<file path="src/rtl/pipelined_execute_unit_pkg.sv">
// Shared definitions for the pipelined execute unit: operation encodings,
// FSM state type, default widths and a divide-op classifier.
package pipelined_execute_unit_pkg;

  localparam int unsigned REGISTER_WIDTH_DEFAULT = 32;
  localparam int unsigned TAG_WIDTH_DEFAULT      = 5;

  typedef enum logic [4:0] {
    OP_ADD    = 5'd0,
    OP_SUB    = 5'd1,
    OP_AND    = 5'd2,
    OP_OR     = 5'd3,
    OP_XOR    = 5'd4,
    OP_SLL    = 5'd5,
    OP_SRL    = 5'd6,
    OP_SRA    = 5'd7,
    OP_SLT    = 5'd8,
    OP_SLTU   = 5'd9,
    OP_MUL    = 5'd10,
    OP_MULH   = 5'd11,
    OP_MULHSU = 5'd12,
    OP_MULHU  = 5'd13,
    OP_DIV    = 5'd14,
    OP_DIVU   = 5'd15,
    OP_REM    = 5'd16,
    OP_REMU   = 5'd17
  } alu_op_t;

  typedef enum logic [1:0] {
    IDLE,
    DIVIDE,
    FINISH
  } exec_state_t;

  function automatic logic is_div_op(input alu_op_t op);
    return (op == OP_DIV) || (op == OP_DIVU) || (op == OP_REM) || (op == OP_REMU);
  endfunction

endpackage

</file>
<file path="src/rtl/pipelined_execute_unit_if.sv">
// Operand/result handshake bundle of the execute unit.
//   in_valid/in_ready, op, operand_a, operand_b, tag_in : issue side
//   out_valid/out_ready, result, tag_out               : writeback side
//   busy                                               : divider active
// master = issuing/consuming stage, slave = execute unit.
interface pipelined_execute_unit_if
  import pipelined_execute_unit_pkg::*;
#(
  parameter int unsigned REGISTER_WIDTH = REGISTER_WIDTH_DEFAULT,
  parameter int unsigned TAG_WIDTH      = TAG_WIDTH_DEFAULT
);
  logic                      in_valid;
  logic                      in_ready;
  alu_op_t                   op;
  logic [REGISTER_WIDTH-1:0] operand_a;
  logic [REGISTER_WIDTH-1:0] operand_b;
  logic [TAG_WIDTH-1:0]      tag_in;
  logic                      out_valid;
  logic                      out_ready;
  logic [REGISTER_WIDTH-1:0] result;
  logic [TAG_WIDTH-1:0]      tag_out;
  logic                      busy;

  modport master (
    output in_valid, op, operand_a, operand_b, tag_in, out_ready,
    input  in_ready, out_valid, result, tag_out, busy
  );

  modport slave (
    input  in_valid, op, operand_a, operand_b, tag_in, out_ready,
    output in_ready, out_valid, result, tag_out, busy
  );
endinterface

</file>
<file path="src/rtl/pipelined_execute_unit_divider.sv">
// Unsigned restoring divider, one quotient bit per cycle.
//   start     : load dividend/divisor (ignored bits of a previous run are lost)
//   done      : high during the cycle whose clock edge retires the last bit,
//               so quotient/remainder are final from the following cycle
//   quotient  : dividend / divisor (all ones when divisor is zero)
//   remainder : dividend % divisor (dividend when divisor is zero)
module serial_divider #(
  parameter int unsigned REGISTER_WIDTH = 32
) (
  input  logic                      clk,
  input  logic                      rst_n,
  input  logic                      start,
  input  logic [REGISTER_WIDTH-1:0] dividend,
  input  logic [REGISTER_WIDTH-1:0] divisor,
  output logic                      done,
  output logic [REGISTER_WIDTH-1:0] quotient,
  output logic [REGISTER_WIDTH-1:0] remainder
);
  localparam int unsigned CW = $clog2(REGISTER_WIDTH + 1);

  logic [CW-1:0]             count;
  logic [REGISTER_WIDTH-1:0] quo;
  logic [REGISTER_WIDTH-1:0] rem;
  logic [REGISTER_WIDTH-1:0] dvsr;
  logic [REGISTER_WIDTH:0]   trial;

  // Shift the next dividend bit into the partial remainder and try a subtract;
  // a set MSB means the subtract underflowed and the old value is restored.
  always_comb begin
    trial = {rem, quo[REGISTER_WIDTH-1]} - {1'b0, dvsr};
  end

  always_ff @(posedge clk or negedge rst_n) begin
    if (!rst_n) begin
      count <= '0;
      quo   <= '0;
      rem   <= '0;
      dvsr  <= '0;
    end else if (start) begin
      count <= CW'(REGISTER_WIDTH);
      quo   <= dividend;
      rem   <= '0;
      dvsr  <= divisor;
    end else if (count != '0) begin
      count <= count - CW'(1);
      quo   <= {quo[REGISTER_WIDTH-2:0], ~trial[REGISTER_WIDTH]};
      rem   <= trial[REGISTER_WIDTH] ? {rem[REGISTER_WIDTH-2:0], quo[REGISTER_WIDTH-1]}
                                     : trial[REGISTER_WIDTH-1:0];
    end
  end

  always_comb begin
    done      = (count == CW'(1));
    quotient  = quo;
    remainder = rem;
  end
endmodule

</file>
<file path="src/rtl/pipelined_execute_unit.sv">
// Registered execute unit: single-cycle ALU/multiply ops (latency 1) and
// multi-cycle RV32M divide/remainder (latency REGISTER_WIDTH+2).
//   clk, rst_n : clock, asynchronous active-low reset
//   bus        : issue handshake (in_*), result handshake (out_*), busy
// The output register is the only visible state; in_* never reach out_*
// combinationally.
module pipelined_execute_unit
  import pipelined_execute_unit_pkg::*;
#(
  parameter int unsigned REGISTER_WIDTH = REGISTER_WIDTH_DEFAULT,
  parameter int unsigned TAG_WIDTH      = TAG_WIDTH_DEFAULT,
  parameter int unsigned SHAMT_WIDTH    = $clog2(REGISTER_WIDTH)
) (
  input logic                    clk,
  input logic                    rst_n,
  pipelined_execute_unit_if.slave bus
);
  localparam int unsigned W = REGISTER_WIDTH;

  exec_state_t          state, state_next;
  logic                 out_free;
  logic                 is_div;
  logic                 div_start, load_single, load_div;
  logic [W-1:0]         alu_result, div_result;
  logic [SHAMT_WIDTH-1:0] shamt;
  logic [2*W-1:0]       mul_a, mul_b, product;

  logic                 div_is_rem, a_neg, b_neg, div_by_zero;
  logic [TAG_WIDTH-1:0] div_tag;
  logic                 signed_div;
  logic [W-1:0]         mag_a, mag_b;
  logic                 div_done;
  logic [W-1:0]         div_quo, div_rem;

  always_comb begin
    out_free = !bus.out_valid || bus.out_ready;
    is_div   = is_div_op(bus.op);
  end

  // State register
  always_ff @(posedge clk or negedge rst_n) begin
    if (!rst_n) state <= IDLE;
    else        state <= state_next;
  end

  // Next-state logic
  always_comb begin
    state_next = state;
    case (state)
      IDLE:    if (bus.in_valid && out_free && is_div) state_next = DIVIDE;
      DIVIDE:  if (div_done) state_next = FINISH;
      FINISH:  if (out_free) state_next = IDLE;
      default: state_next = IDLE;
    endcase
  end

  // FSM outputs
  always_comb begin
    bus.in_ready = (state == IDLE) && out_free;
    bus.busy     = (state != IDLE);
    div_start    = (state == IDLE) && out_free && bus.in_valid && is_div;
    load_single  = (state == IDLE) && out_free && bus.in_valid && !is_div;
    load_div     = (state == FINISH) && out_free;
  end

  // Single-cycle datapath; one 2W-bit multiplier serves all four multiply
  // flavours by choosing the operand extension per op.
  always_comb begin
    shamt = bus.operand_b[SHAMT_WIDTH-1:0];
    mul_a = (bus.op == OP_MULH || bus.op == OP_MULHSU)
            ? {{W{bus.operand_a[W-1]}}, bus.operand_a} : {{W{1'b0}}, bus.operand_a};
    mul_b = (bus.op == OP_MULH)
            ? {{W{bus.operand_b[W-1]}}, bus.operand_b} : {{W{1'b0}}, bus.operand_b};
    product = mul_a * mul_b;
    case (bus.op)
      OP_ADD:    alu_result = bus.operand_a + bus.operand_b;
      OP_SUB:    alu_result = bus.operand_a - bus.operand_b;
      OP_AND:    alu_result = bus.operand_a & bus.operand_b;
      OP_OR:     alu_result = bus.operand_a | bus.operand_b;
      OP_XOR:    alu_result = bus.operand_a ^ bus.operand_b;
      OP_SLL:    alu_result = bus.operand_a << shamt;
      OP_SRL:    alu_result = bus.operand_a >> shamt;
      OP_SRA:    alu_result = $unsigned($signed(bus.operand_a) >>> shamt);
      OP_SLT:    alu_result = {{(W-1){1'b0}}, $signed(bus.operand_a) < $signed(bus.operand_b)};
      OP_SLTU:   alu_result = {{(W-1){1'b0}}, bus.operand_a < bus.operand_b};
      OP_MUL:    alu_result = product[W-1:0];
      OP_MULH,
      OP_MULHSU,
      OP_MULHU:  alu_result = product[2*W-1:W];
      default:   alu_result = '0;
    endcase
  end

  // Divide prologue: strip signs before the unsigned core, keep the fixups.
  always_comb begin
    signed_div = (bus.op == OP_DIV) || (bus.op == OP_REM);
    mag_a = (signed_div && bus.operand_a[W-1]) ? -bus.operand_a : bus.operand_a;
    mag_b = (signed_div && bus.operand_b[W-1]) ? -bus.operand_b : bus.operand_b;
  end

  always_ff @(posedge clk or negedge rst_n) begin
    if (!rst_n) begin
      div_is_rem  <= 1'b0;
      a_neg       <= 1'b0;
      b_neg       <= 1'b0;
      div_by_zero <= 1'b0;
      div_tag     <= '0;
    end else if (div_start) begin
      div_is_rem  <= (bus.op == OP_REM) || (bus.op == OP_REMU);
      a_neg       <= signed_div && bus.operand_a[W-1];
      b_neg       <= signed_div && bus.operand_b[W-1];
      div_by_zero <= (bus.operand_b == '0);
      div_tag     <= bus.tag_in;
    end
  end

  serial_divider #(.REGISTER_WIDTH(W)) u_divider (
    .clk       (clk),
    .rst_n     (rst_n),
    .start     (div_start),
    .dividend  (mag_a),
    .divisor   (mag_b),
    .done      (div_done),
    .quotient  (div_quo),
    .remainder (div_rem)
  );

  // Sign correction. The core already yields remainder = |a| for a zero
  // divisor, so re-applying a's sign returns operand_a unchanged; only the
  // quotient needs forcing to all ones. MIN / -1 also falls out naturally:
  // |MIN| = MIN, quotient MIN with no negation, remainder 0.
  always_comb begin
    if (div_is_rem)       div_result = a_neg ? -div_rem : div_rem;
    else if (div_by_zero) div_result = '1;
    else                  div_result = (a_neg ^ b_neg) ? -div_quo : div_quo;
  end

  // Output register
  always_ff @(posedge clk or negedge rst_n) begin
    if (!rst_n) begin
      bus.out_valid <= 1'b0;
      bus.result    <= '0;
      bus.tag_out   <= '0;
    end else if (load_single) begin
      bus.out_valid <= 1'b1;
      bus.result    <= alu_result;
      bus.tag_out   <= bus.tag_in;
    end else if (load_div) begin
      bus.out_valid <= 1'b1;
      bus.result    <= div_result;
      bus.tag_out   <= div_tag;
    end else if (bus.out_ready) begin
      bus.out_valid <= 1'b0;
    end
  end
endmodule

</file>
<file path="src/flat_wrapper.sv">
// flat-port wrapper written by rule: the top's interface ports become plain ports
module pipelined_execute_unit_flat import pipelined_execute_unit_pkg::*;
#(
  parameter int unsigned REGISTER_WIDTH = REGISTER_WIDTH_DEFAULT,
  parameter int unsigned TAG_WIDTH      = TAG_WIDTH_DEFAULT,
  parameter int unsigned SHAMT_WIDTH    = $clog2(REGISTER_WIDTH)
)
  (clk, rst_n, bus_in_valid, bus_op, bus_operand_a, bus_operand_b, bus_tag_in, bus_out_ready, bus_in_ready, bus_out_valid, bus_result, bus_tag_out, bus_busy);
  pipelined_execute_unit_if #(.REGISTER_WIDTH(REGISTER_WIDTH), .TAG_WIDTH(TAG_WIDTH)) bus_i ();
  input logic clk;
  input logic rst_n;
  input wire logic [$bits(bus_i.in_valid)-1:0] bus_in_valid;
  input wire logic [$bits(bus_i.op)-1:0] bus_op;
  input wire logic [$bits(bus_i.operand_a)-1:0] bus_operand_a;
  input wire logic [$bits(bus_i.operand_b)-1:0] bus_operand_b;
  input wire logic [$bits(bus_i.tag_in)-1:0] bus_tag_in;
  input wire logic [$bits(bus_i.out_ready)-1:0] bus_out_ready;
  output wire logic [$bits(bus_i.in_ready)-1:0] bus_in_ready;
  output wire logic [$bits(bus_i.out_valid)-1:0] bus_out_valid;
  output wire logic [$bits(bus_i.result)-1:0] bus_result;
  output wire logic [$bits(bus_i.tag_out)-1:0] bus_tag_out;
  output wire logic [$bits(bus_i.busy)-1:0] bus_busy;
  assign bus_i.in_valid = bus_in_valid;
  assign bus_i.op = bus_op;
  assign bus_i.operand_a = bus_operand_a;
  assign bus_i.operand_b = bus_operand_b;
  assign bus_i.tag_in = bus_tag_in;
  assign bus_i.out_ready = bus_out_ready;
  assign bus_in_ready = bus_i.in_ready;
  assign bus_out_valid = bus_i.out_valid;
  assign bus_result = bus_i.result;
  assign bus_tag_out = bus_i.tag_out;
  assign bus_busy = bus_i.busy;
  pipelined_execute_unit #(.REGISTER_WIDTH(REGISTER_WIDTH), .TAG_WIDTH(TAG_WIDTH), .SHAMT_WIDTH(SHAMT_WIDTH)) u_core (.clk(clk), .rst_n(rst_n), .bus(bus_i));
endmodule
</file>
<file path="config.mk">
export PLATFORM = sky130hd
export DESIGN_NAME = pipelined_execute_unit_flat
export DESIGN_NICKNAME = d
export VERILOG_FILES = /design/src/rtl/pipelined_execute_unit_pkg.sv /design/src/rtl/pipelined_execute_unit_if.sv /design/src/rtl/pipelined_execute_unit_divider.sv /design/src/rtl/pipelined_execute_unit.sv /design/src/flat_wrapper.sv
export SDC_FILE = /design/constraint.sdc
export NUM_CORES = 2
export LEC_CHECK = 0
export CAP_MARGIN = 40
export CORE_ASPECT_RATIO = 1.4
export CORE_MARGIN = 8
export CORE_UTILIZATION = 67
export DETAILED_ROUTE_END_ITERATION = 7
export PLACE_DENSITY = 0.85
export SYNTH_ARGS = -nofsm -noshare
export SYNTH_HDL_FRONTEND = slang
export SYNTH_SLANG_ARGS = --single-unit
</file>
<file path="constraint.sdc">
create_clock -name clk -period 3.6 [get_ports clk]
set_clock_uncertainty 0.1 [all_clocks]
set_input_delay 0.72 -clock clk [delete_from_list [all_inputs] [get_ports clk]]
set_output_delay 0.72 -clock clk [all_outputs]
set_load 0.03 [all_outputs]
</file>
==> metrics, run 1 <==
status=did not finish; Fail Step=5_1_grt; Error=[ERROR GRT-0116] Global routing finished with congestion. Check the congestion regions in the DRC Viewer.; total grt overflow=about 150; total track usage=a little over two thirds; CTS Buf Count=17; IO Pins=118; share of the synthesized area in the top cell type=approximately 43%; global-route wire length before repair=555000 µm; DIE HEIGHT=389 µm; Mapped Nets=9760; Syn Std Cell Area=approximately 67000 µm²; vias in the first global route=81614; Yosys cell types=103; CTS Hold Bufs=0; htree depth=4; top post-synthesis cells by area=fa_1 (43%), inv_1 (9.3%), ha_1 (8.3%), nand2_1 (6.1%), dfrtp_1 (5.7%); Clock Path Buffers=2; Syn Inst Count=7817; # rows=137; Die W=282 µm; Seq/Total Area, Yosys=between 5 and 6%; largest net degree at the start of global routing=65; hpwl dp=263000 µm; ys flop type=dfrtp_1; Synth warnings=0; Synth area leader=fa_1; Post-synth EDFFs=0; total instance count after detailed placement=10300; Synth async-reset ratio=100%; CTS Root Cell=clkbuf_16; CTS sink cnt=approximately 150; Avg Cell Area, Syn=roughly 8.5 µm²; Port Buffers=117; routability cong.=about 1.3; Initial Util=about two thirds; #FFs+latches synth=roughly 150
[logic make-up after synthesis]
logic type               after synthesis  synth area share [%]
buffers and inverters               2132                  12.1
AND/OR/NAND/NOR                     2203                  14.0
XOR/XNOR                             285                  3.84
flip-flops                           151                  5.67
multiplexers                         120                  2.86
adder cells (fa/ha/maj)             1865                  51.1
AO/OA/AOI/OAI                       1061                  10.4
[layer usage]
layer / track usage (%) / overflow
met2: 88.9 / 79
met1: 68.4 / 0
met4: 71.6 / 67
met5: 21.0 / 2
met3: 53.1 / 0
[synthesized netlist by cell type, types with 10 or more instances]
| master | number |
|---|---|
| inv_1 | 1658 |
| nand2b_1 | 32 |
| nor3_1 | 69 |
| nor2b_1 | 29 |
| dfrtp_1 | 151 |
| fa_1 | 1422 |
| a22oi_1 | 34 |
| inv_2 | 10 |
| o211ai_1 | 30 |
| a221o_1 | 10 |
| and2_1 | 16 |
| a2111oi_0 | 12 |
| xnor2_1 | 191 |
| xor2_1 | 89 |
| or3_1 | 18 |
| o2111ai_1 | 12 |
| buf_1 | 89 |
| and3_1 | 30 |
| o21ai_0 | 260 |
| ha_1 | 443 |
| nand3_1 | 89 |
| o21a_1 | 21 |
| buf_2 | 29 |
| mux2i_1 | 55 |
| nand2_1 | 1080 |
| a21oi_1 | 253 |
| nor2_1 | 683 |
| nor4_1 | 20 |
| nand4_1 | 44 |
| a21o_1 | 61 |
| o31ai_1 | 38 |
| o21bai_1 | 27 |
| o22ai_1 | 29 |
| or2_2 | 18 |
| a31oi_1 | 68 |
| mux4_2 | 55 |
| a211oi_1 | 50 |
| nand3b_1 | 28 |
| clkbuf_1 | 319 |
| a221oi_1 | 39 |
| or4_1 | 12 |
| mux2_2 | 10 |
| o41ai_1 | 17 |
| clkinv_1 | 18 |
[timing repair]
item / CTS
resized for setup: 474
setup endpoints to repair: 87
pin swaps: 260
buffers inserted: 89
gates cloned: 15
[per-stage QoR]
stage	utilization, %	setup WS (ps)	area (µm²)	setup TNS [ps]
2_1_floorplan	-	-5820	67400	-169060
3_3_place_gp	81.5	-6750	80800	-226470
3_5_place_dp	81.5	-6960	80800	-236170
4_1_cts	84.8	-5730	84000	-175370
==> run 2: changes to the inputs <==
--- a/config.mk
+++ b/config.mk
@@ -6,11 +6,10 @@
 export NUM_CORES = 2
 export LEC_CHECK = 0
 export CAP_MARGIN = 40
-export CORE_ASPECT_RATIO = 1.4
 export CORE_MARGIN = 8
-export CORE_UTILIZATION = 67
+export CORE_UTILIZATION = 40
 export DETAILED_ROUTE_END_ITERATION = 7
-export PLACE_DENSITY = 0.85
+export PLACE_DENSITY_LB_ADDON = 0.15
 export SYNTH_ARGS = -nofsm -noshare
 export SYNTH_HDL_FRONTEND = slang
 export SYNTH_SLANG_ARGS = --single-unit
==> run 2 against run 1 <==
The flow now finishes, with violations (negative setup slack). Area after synthesis did not move. Synthesized cell count did not move.
==> metrics, run 2 <==
total die area=180000 µm²; CTS Root Cell=clkbuf_16; CP arrival=9690 ps; sum of negative setup slack=-178660 ps; Req. time, crit path=3830 ps; Die W=424 µm (+50%); # rows=149 (+8.8%); total instance count after detailed placement=11212 (+8.9%); final WL=approximately 320000 µm; later-pin clock latency in the skew report=460 ps; Seq/Total Area, Yosys=5.67% (unchanged); #FFs+latches synth=151 (unchanged); CP max FO=5; CTS Buf Count=17 (unchanged); share of the synthesized area in the top cell type=42.7% (unchanged); DRC viols=0; top cells by count, synth=inv_1 (1658), fa_1 (1422), nand2_1 (1080), nor2_1 (683), ha_1 (443); Synth-to-Final Area Change=29.9%; ys flop type=dfrtp_1; Synth area leader=fa_1; RSZ-0062 raised after global routing=yes; post-route ant nets=0; Post-synth EDFFs=0 (unchanged); htree depth=4 (unchanged); Avg Cell Area, Syn=8.52 µm² (unchanged); share of layout cells above drive strength 1=25.3%; Slew Viols, Final=0; hpwl dp=272000 µm (+3.6%); routed wire length per instance=about 28 µm; kind of critical path=input pin to register; core area=about 170000 µm²; status=finished with violations; area share of and/or/nand/nor cells after synthesis=14.0% (unchanged); DR vias/cell=5.52; reg2reg end=u_core.bus.result[13]; largest family of logic cells by synthesized area=adder cells; adder-cell share of the synthesized area=51.1% (unchanged); final worst-path cycle share=263%; most frequent CP cell=fa_1; Max stage delay on crit path=650 ps; TritonCTS clock tree=done; Synth warnings=0 (unchanged); Syn Std Cell Area=66600 µm² (unchanged); vias in the first global route=66340; R2R Setup Slk=-190 ps; Layout Cells excl Fill=11382; worst hold stages=1; top post-synthesis cells by area=fa_1 (43%), inv_1 (9.3%), ha_1 (8.3%), nand2_1 (6.1%), dfrtp_1 (5.7%); type of origin of the critical path=input pin; Hold Violations, Final=0; Vias=about 63000; IO Pins=118 (unchanged); Syn Inst Count=7817 (unchanged); Yosys cell types=103 (unchanged); CTS sink cnt=151 (unchanged); Hold Path Sink=u_core.state[0]; routability cong.=1.01 (-21%); global-route wire length before repair=466000 µm; xor/xnor cell area share of the yosys netlist=3.84% (unchanged); Port Buffers=117 (unchanged); commonest non-fill, non-tap cells in the layout=inv_1 (1587), buf_4 (1430), fa_1 (1348), nand2_1 (1046), nor2_1 (653); fin area=86500 µm²; Mapped Nets=9760 (unchanged); setup violators final=64; nets@finish=roughly 11000; dominant cell by count in the synthesized netlist=inv_1; slowest CP cell=fa_2; Clock Pin Slew Worst Setup and Hold Paths=70 ps; R2R cell count=11; Initial Util=40.3% (-27 points); total grt overflow=0; worst slew pin tran=1010 ps; worst setup margin=-5860 ps; Compound-Gate Fraction of Synth Area=10.4% (unchanged); most common cell after layout, fill and taps aside=inv_1; 1st-pass router iterations=6; Max-Cap Viols=0; total track usage=between 30% and 40%; HP Class=register to register; largest net degree at the start of global routing=86; multiplexer area fraction after synthesis=2.86% (unchanged); Critical Path End Type=register; Util after Layout=52.4%; Synth async-reset ratio=100% (unchanged); Hold Path Origin=u_core.state[1]; Max-Slew Margin vs Limit=32.2%; Period minus WS final=9460 ps; failing checks=negative setup slack; maximum clock rate=0.106 GHz; DRT iter0 DRCs=5800; Clock Path Buffers=2 (unchanged); Worst R2R Start=u_core.u_divider.quotient[6]; initial antenna violation count=23; area post-placement=82000 µm² (+1.6%); DIE HEIGHT=424 µm (+9.0%)
[run 2: cell counts after synthesis]
No cell type changed its count.
[run 2: metal layers]
metal,vias up,share of wire [%],GRT usage [%]
met2,2853,45,56.5
met1,32291,40,46.4
met5,-,0.051,0
li1,26890,-,-
met3,747,8.2,6.68
met4,26,6.7,17.8
[run 2: logic make-up after synthesis]
logic type	after synthesis
DFF	151
muxes	120
adders and majority gates	1865
and+or+nand+nor	2203
AOI/OAI and AO/OA	1061
buffers and inverters	2132
xor gates and xnor gates	285
[run 2: area by class of cell]
type,count,area [µm²]
fillers,15806,78700
multi-input cells,5534,57100
repair buffers,1782,15900
inverters,1686,6370
flip-flops and latches,151,3780
well taps,2189,2740
clock buffers,18,439
clock inverters,14,149
diodes,8,20.0
[run 2: critical path: cells and delay by family]
| family | cells | cell delay (ps) |
|---|---|---|
| adder cells (fa/ha/maj) | 11 | 5380 |
| buffers and inverters | 12 | 1030 |
| XOR/XNOR | 1 | 270 |
| AND/OR/NAND/NOR | 3 | 660 |
| AO/OA/AOI/OAI | 10 | 1590 |
[run 2: worst max path at each step]
| stage | slack, ps | cells past startpoint | endpoint | startpoint |
|---|---|---|---|---|
| 2_1_floorplan | -5820 | 33 | u_core.bus.result[31] | bus_op[0] |
| 3_3_place_gp | -7120 | 36 | u_core.bus.result[16] | bus_op[2] |
| 3_5_place_dp | -7210 | 33 | u_core.bus.result[16] | bus_op[2] |
| 4_1_cts | -5870 | 34 | u_core.bus.result[30] | bus_op[1] |
| 5_1_grt | -6050 | 33 | u_core.bus.result[22] | bus_op[1] |
| 6_report | -5860 | 37 | u_core.bus.result[22] | bus_op[1] |
[run 2: stage by stage]
step,setup slack [ps],hold slack (ps)
6_report,-5860,371
5_1_grt,-6050,397
3_3_place_gp,-7120,346
3_5_place_dp,-7210,362
4_1_cts,-5870,371
2_1_floorplan,-5820,324
[run 2: what timing repair did]
item / in CTS / in global routing
resized for setup: 500 / 204
setup endpoints to repair: 84 / 72
buffers inserted: 99 / 39
hold endpoints to repair: 13 / 0
pin swaps: 313 / 204
gates cloned: 10 / 3
hold buffers: 1 / 0
Power of run 2 is left out: the tool's default activity adds up to more than one toggle a clock period on the data nets, which glitch-free logic cannot reach.
